File: src/rtl/if_stage.sv
// Instruction fetch stage: PC register, word-addressed instruction memory, RUN/HALT control.
// Optional macro IF_JUMP_EN adds the J-type jump redirect together with the jump/jump_index ports.
module if_stage #(
    parameter int          IMEM_DEPTH = 64,
    parameter logic [31:0] RESET_PC   = 32'h0000_0000
) (
    input  logic        clk,
    input  logic        rst_n,
    input  logic        stall,
    input  logic        branch_taken,
    input  logic [31:0] branch_target,
`ifdef IF_JUMP_EN
    input  logic        jump,
    input  logic [25:0] jump_index,
`endif
    input  logic        imem_we,
    input  logic [31:0] imem_waddr,
    input  logic [31:0] imem_wdata,
    output logic [31:0] pc,
    output logic [31:0] pc_4,
    output logic [31:0] instruction,
    output logic        halted,
    output logic [31:0] fetch_count
);
    localparam int          AW        = $clog2(IMEM_DEPTH);
    localparam logic [31:0] HALT_WORD = 32'hFFFF_FFFF;

    typedef enum logic [0:0] {
        ST_RUN  = 1'b0,
        ST_HALT = 1'b1
    } state_t;

    state_t      state_r;
    state_t      state_nxt_s;
    logic [31:0] pc_r;
    logic [31:0] pc_nxt_s;
    logic [31:0] cnt_r;
    logic [31:0] cnt_nxt_s;
    logic [31:0] imem_r [IMEM_DEPTH];
    logic [31:0] rd_word_s;
    logic [31:0] wr_word_s;
    logic        rd_in_range_s;
    logic        wr_in_range_s;
    logic [31:0] raw_word_s;
    logic [31:0] pc_4_s;
    logic [31:0] jump_addr_s;
    logic        jump_s;
    logic [25:0] jump_index_s;
    logic        halted_s;
    logic [31:0] instr_s;

`ifdef IF_JUMP_EN
    assign jump_s       = jump;
    assign jump_index_s = jump_index;
`else
    assign jump_s       = 1'b0;
    assign jump_index_s = 26'd0;
`endif

    // Word indices; anything beyond the memory reads as NOP and is never written.
    assign rd_word_s     = pc_r >> 2;
    assign wr_word_s     = imem_waddr >> 2;
    assign rd_in_range_s = (rd_word_s < 32'(IMEM_DEPTH));
    assign wr_in_range_s = (wr_word_s < 32'(IMEM_DEPTH));
    assign raw_word_s    = rd_in_range_s ? imem_r[rd_word_s[AW-1:0]] : 32'h0000_0000;
    assign pc_4_s        = pc_r + 32'd4;
    assign jump_addr_s   = {pc_4_s[31:28], jump_index_s, 2'b00};

    // Program-load write port; contents are deliberately left untouched by reset.
    always_ff @(posedge clk) begin
        if (imem_we && wr_in_range_s) begin
            imem_r[wr_word_s[AW-1:0]] <= imem_wdata;
        end
    end

    // State, PC and fetch counter registers.
    always_ff @(posedge clk) begin
        if (!rst_n) begin
            state_r <= ST_RUN;
            pc_r    <= RESET_PC;
            cnt_r   <= 32'd0;
        end else begin
            state_r <= state_nxt_s;
            pc_r    <= pc_nxt_s;
            cnt_r   <= cnt_nxt_s;
        end
    end

    // Next-state and next-PC selection; only RUN-state PC updates are counted.
    always_comb begin
        state_nxt_s = state_r;
        pc_nxt_s    = pc_r;
        cnt_nxt_s   = cnt_r;
        case (state_r)
            ST_RUN: begin
                if (branch_taken) begin
                    pc_nxt_s  = branch_target;
                    cnt_nxt_s = cnt_r + 32'd1;
                end else if (jump_s) begin
                    pc_nxt_s  = jump_addr_s;
                    cnt_nxt_s = cnt_r + 32'd1;
                end else if (stall) begin
                    pc_nxt_s = pc_r;
                end else if (raw_word_s == HALT_WORD) begin
                    state_nxt_s = ST_HALT;
                end else begin
                    pc_nxt_s  = pc_4_s;
                    cnt_nxt_s = cnt_r + 32'd1;
                end
            end
            ST_HALT: begin
                if (branch_taken) begin
                    state_nxt_s = ST_RUN;
                    pc_nxt_s    = branch_target;
                end else begin
                    state_nxt_s = ST_HALT;
                end
            end
            default: begin
                state_nxt_s = ST_RUN;
            end
        endcase
    end

    // Outputs; a redirect squashes the wrong-path word in the same cycle.
    always_comb begin
        halted_s = (state_r == ST_HALT);
        if (branch_taken || jump_s || halted_s) begin
            instr_s = 32'h0000_0000;
        end else begin
            instr_s = raw_word_s;
        end
    end

    assign pc          = pc_r;
    assign pc_4        = pc_4_s;
    assign instruction = instr_s;
    assign halted      = halted_s;
    assign fetch_count = cnt_r;
endmodule

File: config.mk
export PLATFORM = sky130hd
export DESIGN_NAME = if_stage
export DESIGN_NICKNAME = d
export VERILOG_FILES = /design/src/rtl/if_stage.sv
export SDC_FILE = /design/constraint.sdc
export NUM_CORES = 2
export LEC_CHECK = 0
export CAP_MARGIN = 10
export CELL_PAD_IN_SITES_DETAIL_PLACEMENT = 0
export CELL_PAD_IN_SITES_GLOBAL_PLACEMENT = 2
export CORE_ASPECT_RATIO = 1.75
export CORE_UTILIZATION = 44
export DETAILED_ROUTE_END_ITERATION = 12
export PLACE_DENSITY = 0.84
export SLEW_MARGIN = 20
export SYNTH_ARGS = -nofsm -noshare
export SYNTH_HDL_FRONTEND = slang
export SYNTH_SLANG_ARGS = --single-unit
File: constraint.sdc
create_clock -name clk -period 3.2 [get_ports clk]
set_input_delay 0.64 -clock clk [delete_from_list [all_inputs] [get_ports clk]]
set_output_delay 0.64 -clock clk [all_outputs]
set_load 0.05 [all_outputs]
Word-level counts from Yosys, hierarchy flattened --
Memory sizes are Yosys's and may differ from the RTL's. A register that Yosys moved wholly into a read port is not among the register bits. Index checks and enable logic that the tools add are counted.
Cells by class: $add $sub $neg 2, $lt $le $gt $ge 2, eq/ne operators 6, multiplexer cells 19, bitwise logic cells 1, reduce and logical (&&, ||, !) cells 4
Operators by type and width (count):
- $mux 32 | 9
- $pmux 32 s2 | 1
- $lt 30x7->1 const B | 2
- $add 32x1->32 const B | 1
- $add 32x3->32 const B | 1
- $eq 32x32->1 const B | 1
- $mux 6 | 2
- $mux 1 | 6
- $ne 3x3->1 const B | 2
- $reduce_and 3->1 | 2
- $ne 2x2->1 const B | 2
- $ne 2x1->1 const B | 1
- $pmux 1 s2 | 1
- $logic_and 1x1->1 | 1
- $logic_or 1x1->1 | 1
- $not 1->1 | 1
Storage, ports and cells: register bits 65, memory bits (writable) 2048, input port bits 101, output and inout bits 129, word-level logic and storage cells 38, memories kept 1
Memories:
- imem_r | depth 64, bits a word 32, read ports 1, clocked after memory_dff 1, wr ports 1, line 39 | logic [31:0] imem_r [IMEM_DEPTH];

Logic depth before layout (Yosys ltp) --
depth after elaboration 9, depth in mapped cells 18, mapped depth without buffers 11

Least setup slack after synthesis --
Ideal clock, no wire load.
path kind reg-to-output, from reg pc_r[4], in the netlist pc[4], to out pc_4[31], arrival 3.288 ns, required time 2.560 ns, setup slack -0.728 ns, stages on the path, launching flop included 8, path buffers 0, cells stage by stage dfxtp_1 -> and3_1 -> nand3_1 -> nor2_1 -> nand3_1 -> nor4_1 -> nand3_1 -> xnor2_1
Between the ends: cells in the longest elaborated chain, start to end 1
RTL lines:
- start, declared | line 35 | logic [31:0] pc_r;
- start signal, assigned | line 84 | pc_r <= pc_nxt_s;
- $add 32x3->32 | line 66 | assign pc_4_s = pc_r + 32'd4;
- end, declared | line 20 | output logic [31:0] pc_4,
No other way between the ends.

==> flow_summary.json <==
{
  "run_status": "finished, violations left",
  "violations": "setup timing",
  "routed_wl_um": 264000,
  "p_seq_share_pct": 51.1,
  "max-slew-margin-rel_pct": 12.9,
  "layout-drive-gt1-share_pct": 40.7,
  "num_vias": 48044,
  "tightest_slew_ps": 1310,
  "die-height_um": 579,
  "power.density_nw_per_um2": 557,
  "synth_nets": 4263,
  "switching_share_pct": 23.1,
  "wl_per_cell_um": 33.8,
  "synth_edf_count": 2048,
  "synthArstFlopShare_pct": 0,
  "insertion_delay_ps": 820,
  "drtIter0Drc": 5758,
  "drv_slew": 0,
  "core-area_um2": 189000,
  "arrival_ps": 3790,
  "die_w_um": 331,
  "final_util_pct": 56.7,
  "nNetsFinal": 5332,
  "grt_pass1_vias": 47988,
  "cts_buffers": 180,
  "clk_pin_slew_ps": 70,
  "n_fill_cell": 13507,
  "clockBufferDepth": 4,
  "hold_buffers": 0,
  "synth_area_leaders": "edfxtp_1, mux4_2, mux2i_1",
  "synth_ff_type": "edfxtp_1",
  "switchingPower_w": 0.0138,
  "dp_slack_ps": -2180,
  "grt_setup_unrepaired": "true",
  "avgSynthCellArea_um2": 20.1,
  "setup_tns_ps": -104820,
  "ir_drop_uv": 503,
  "yosysSeqAreaShare_pct": 75.3,
  "cpPeakStageDelay_ps": 600,
  "p_leak_nw": 34.4,
  "htreeDepth": 4,
  "seq_area_um2": 63000,
  "clock.fmax_ghz": 0.226,
  "ant_nets": 0,
  "synthesis.area_um2": 83600,
  "finalWorstSetupSlack_ps": -1230,
  "yosysWarnings": 0,
  "rows": 211,
  "synth.most_common_cell": "edfxtp_1",
  "cts_tree": "built",
  "cts.sinks": 2119,
  "ys_seq_elements": 2119,
  "endpoint_kind": "primary output",
  "start_util_pct": 44.3,
  "worst-path-max-fanout": 9,
  "top_layer": "met5",
  "power.total_w": 0.0596,
  "yosys.area.top_type": "edfxtp_1",
  "min_path_type": "in -> reg",
  "netlist.area_leader.share_pct": 73.6,
  "post-route-min-period_ps": 4430,
  "firstDrtPassIters": 6,
  "comb_power_share_pct": 11.4,
  "worstPathCellList": "buf_12, buf_16, buf_16, buf_4, mux4_2, o22ai_1, or4_4, a32oi_4, buf_6, buf_6, nor2b_4, buf_12",
  "finalSetupViolCount": 106,
  "met1_length_um": 85700,
  "ys_types": 80,
  "root_buffer": "clkbuf_16",
  "io_pins": 230,
  "grt_max_degree": 65,
  "p_int_w": 0.0459,
  "area_growth_pct": 28.0,
  "dieArea_um2": 192000,
  "hold_viol_final": 0,
  "synth_commonest_cells": "edfxtp_1, mux4_2, mux2i_1",
  "io_buffers": 227,
  "routabilityCongestion": 0.918,
  "gr-total-overflow": 0,
  "drc": 0,
  "p_clk_share_pct": 37.5,
  "worstSetupStartpointType": "flop",
  "dr_wl_met3_um": 22100,
  "required_ps": 2560,
  "critPathKind": "reg -> out",
  "cap_violations": 0,
  "globalRouteTotalUtil_pct": 26.7,
  "critPathSlowestCell": "or4_4",
  "grt_pass1_wl_um": 360000,
  "finClkSkew_ps": 36.6,
  "multiInputGateArea_um2": 21800,
  "antenna_found_initial": 18,
  "wl_met2_um": 136000,
  "finalCritPeriodShare_pct": 139,
  "hpwl_um": 166000,
  "netlist_instances": 4160,
  "vias_per_cell": 6.14
}
[metal layers]
layer	global-route usage, %	vias to the layer above
li1	-	19460
met1	29.7	25058
met2	47.7	2741
met3	4.65	771
met4	16.6	14
met5	0	-
[per-stage QoR]
| stage | hold WS, ps | area [µm²] | cells |
|---|---|---|---|
| 3_3_place_gp | 474 | 95500 | 7286 |
| 2_1_floorplan | 634 | 83800 | 4160 |
| 5_1_grt | 222 | 107000 | 7820 |
| 3_5_place_dp | 481 | 95500 | 7286 |
| 6_report | 242 | 107000 | 7824 |
| 4_1_cts | 269 | 104000 | 7676 |
[power by group through the flow]
stage	sequential (W)	combinational, W	clock (W)
6_report	0.0305	0.00680	0.0224
3_5_place_dp	0.0311	0.00545	0
4_1_cts	0.0305	0.00614	0.0225
5_1_grt	0.0305	0.00698	0.0234
2_1_floorplan	0.0312	0.00264	0
3_3_place_gp	0.0311	0.00539	0
[final cells by class]
class | instances | share of cell area [%]
Clock inverter | 120 | 1.14
Timing Repair Buffer | 1130 | 12.3
Sequential cell | 2119 | 58.9
Multi-Input combinational cell | 1785 | 20.4
Antenna cell | 13 | 0.0304
Inverter | 13 | 0.0503
Clock buffer | 195 | 4.36
Tap cell | 2449 | 2.86
[final timing paths]
check,end,cells past startpoint,startpoint,slack [ps]
worst min register to register,fetch_count[29],2,fetch_count[29],500
worst max-delay path,instruction[14],12,flop,-1230
worst min-delay path,imem_r[8][29],1,imem_wdata[29],240
worst max register to register,fetch_count[22],18,flop,-1190
[sequential cells by signal (all words and copies together) (netlist names), named ones only]
name	count
fetch_count	32
imem_r	2048
pc	32
halted	1
[worst max-delay path: cells and delay by family (launching register included)]
family,cells,cell delay (ps)
buf+inv,7,1060
mux,1,320
simple gates,2,780
flops,1,360
compound gates,2,410
[layout by cell type, fill, tap and decap left out, types with 44 or more instances in the layout]
master	instances
nand2_1	109
nor2_4	77
nor2_1	91
mux2i_1	213
a22oi_1	89
a22oi_2	44
mux4_2	434
dfxtp_1	52
edfxtp_1	2048
buf_12	240
clkdlybuf4s50_1	136
a21oi_1	62
nand3_1	57
buf_6	103
clkbuf_16	200
buf_4	562
[timing repair]
item,4_1_cts,5_1_grt
cloned,14,17
pin swaps,41,167
setup endpoints to repair,121,124
resized for setup,284,411
buffers inserted,64,125
[cells by family (layout without fill, tap and decap cells)]
| logic type | count (synthesis) | after routing | synth area share [%] |
|---|---|---|---|
| AOI/OAI and AO/OA | 456 | 456 | 3.83 |
| xor gates and xnor gates | 28 | 28 | 0.293 |
| adders and majority gates | 2 | 2 | 0.0299 |
| buffers and inverters | 256 | 1458 | 2.19 |
| DFF | 2119 | 2119 | 75.3 |
| muxes | 681 | 681 | 14.7 |
| other | 0 | 13 | 0 |
| and+or+nand+nor | 618 | 618 | 3.66 |
Note: power is estimated with default switching activity, not from simulation.
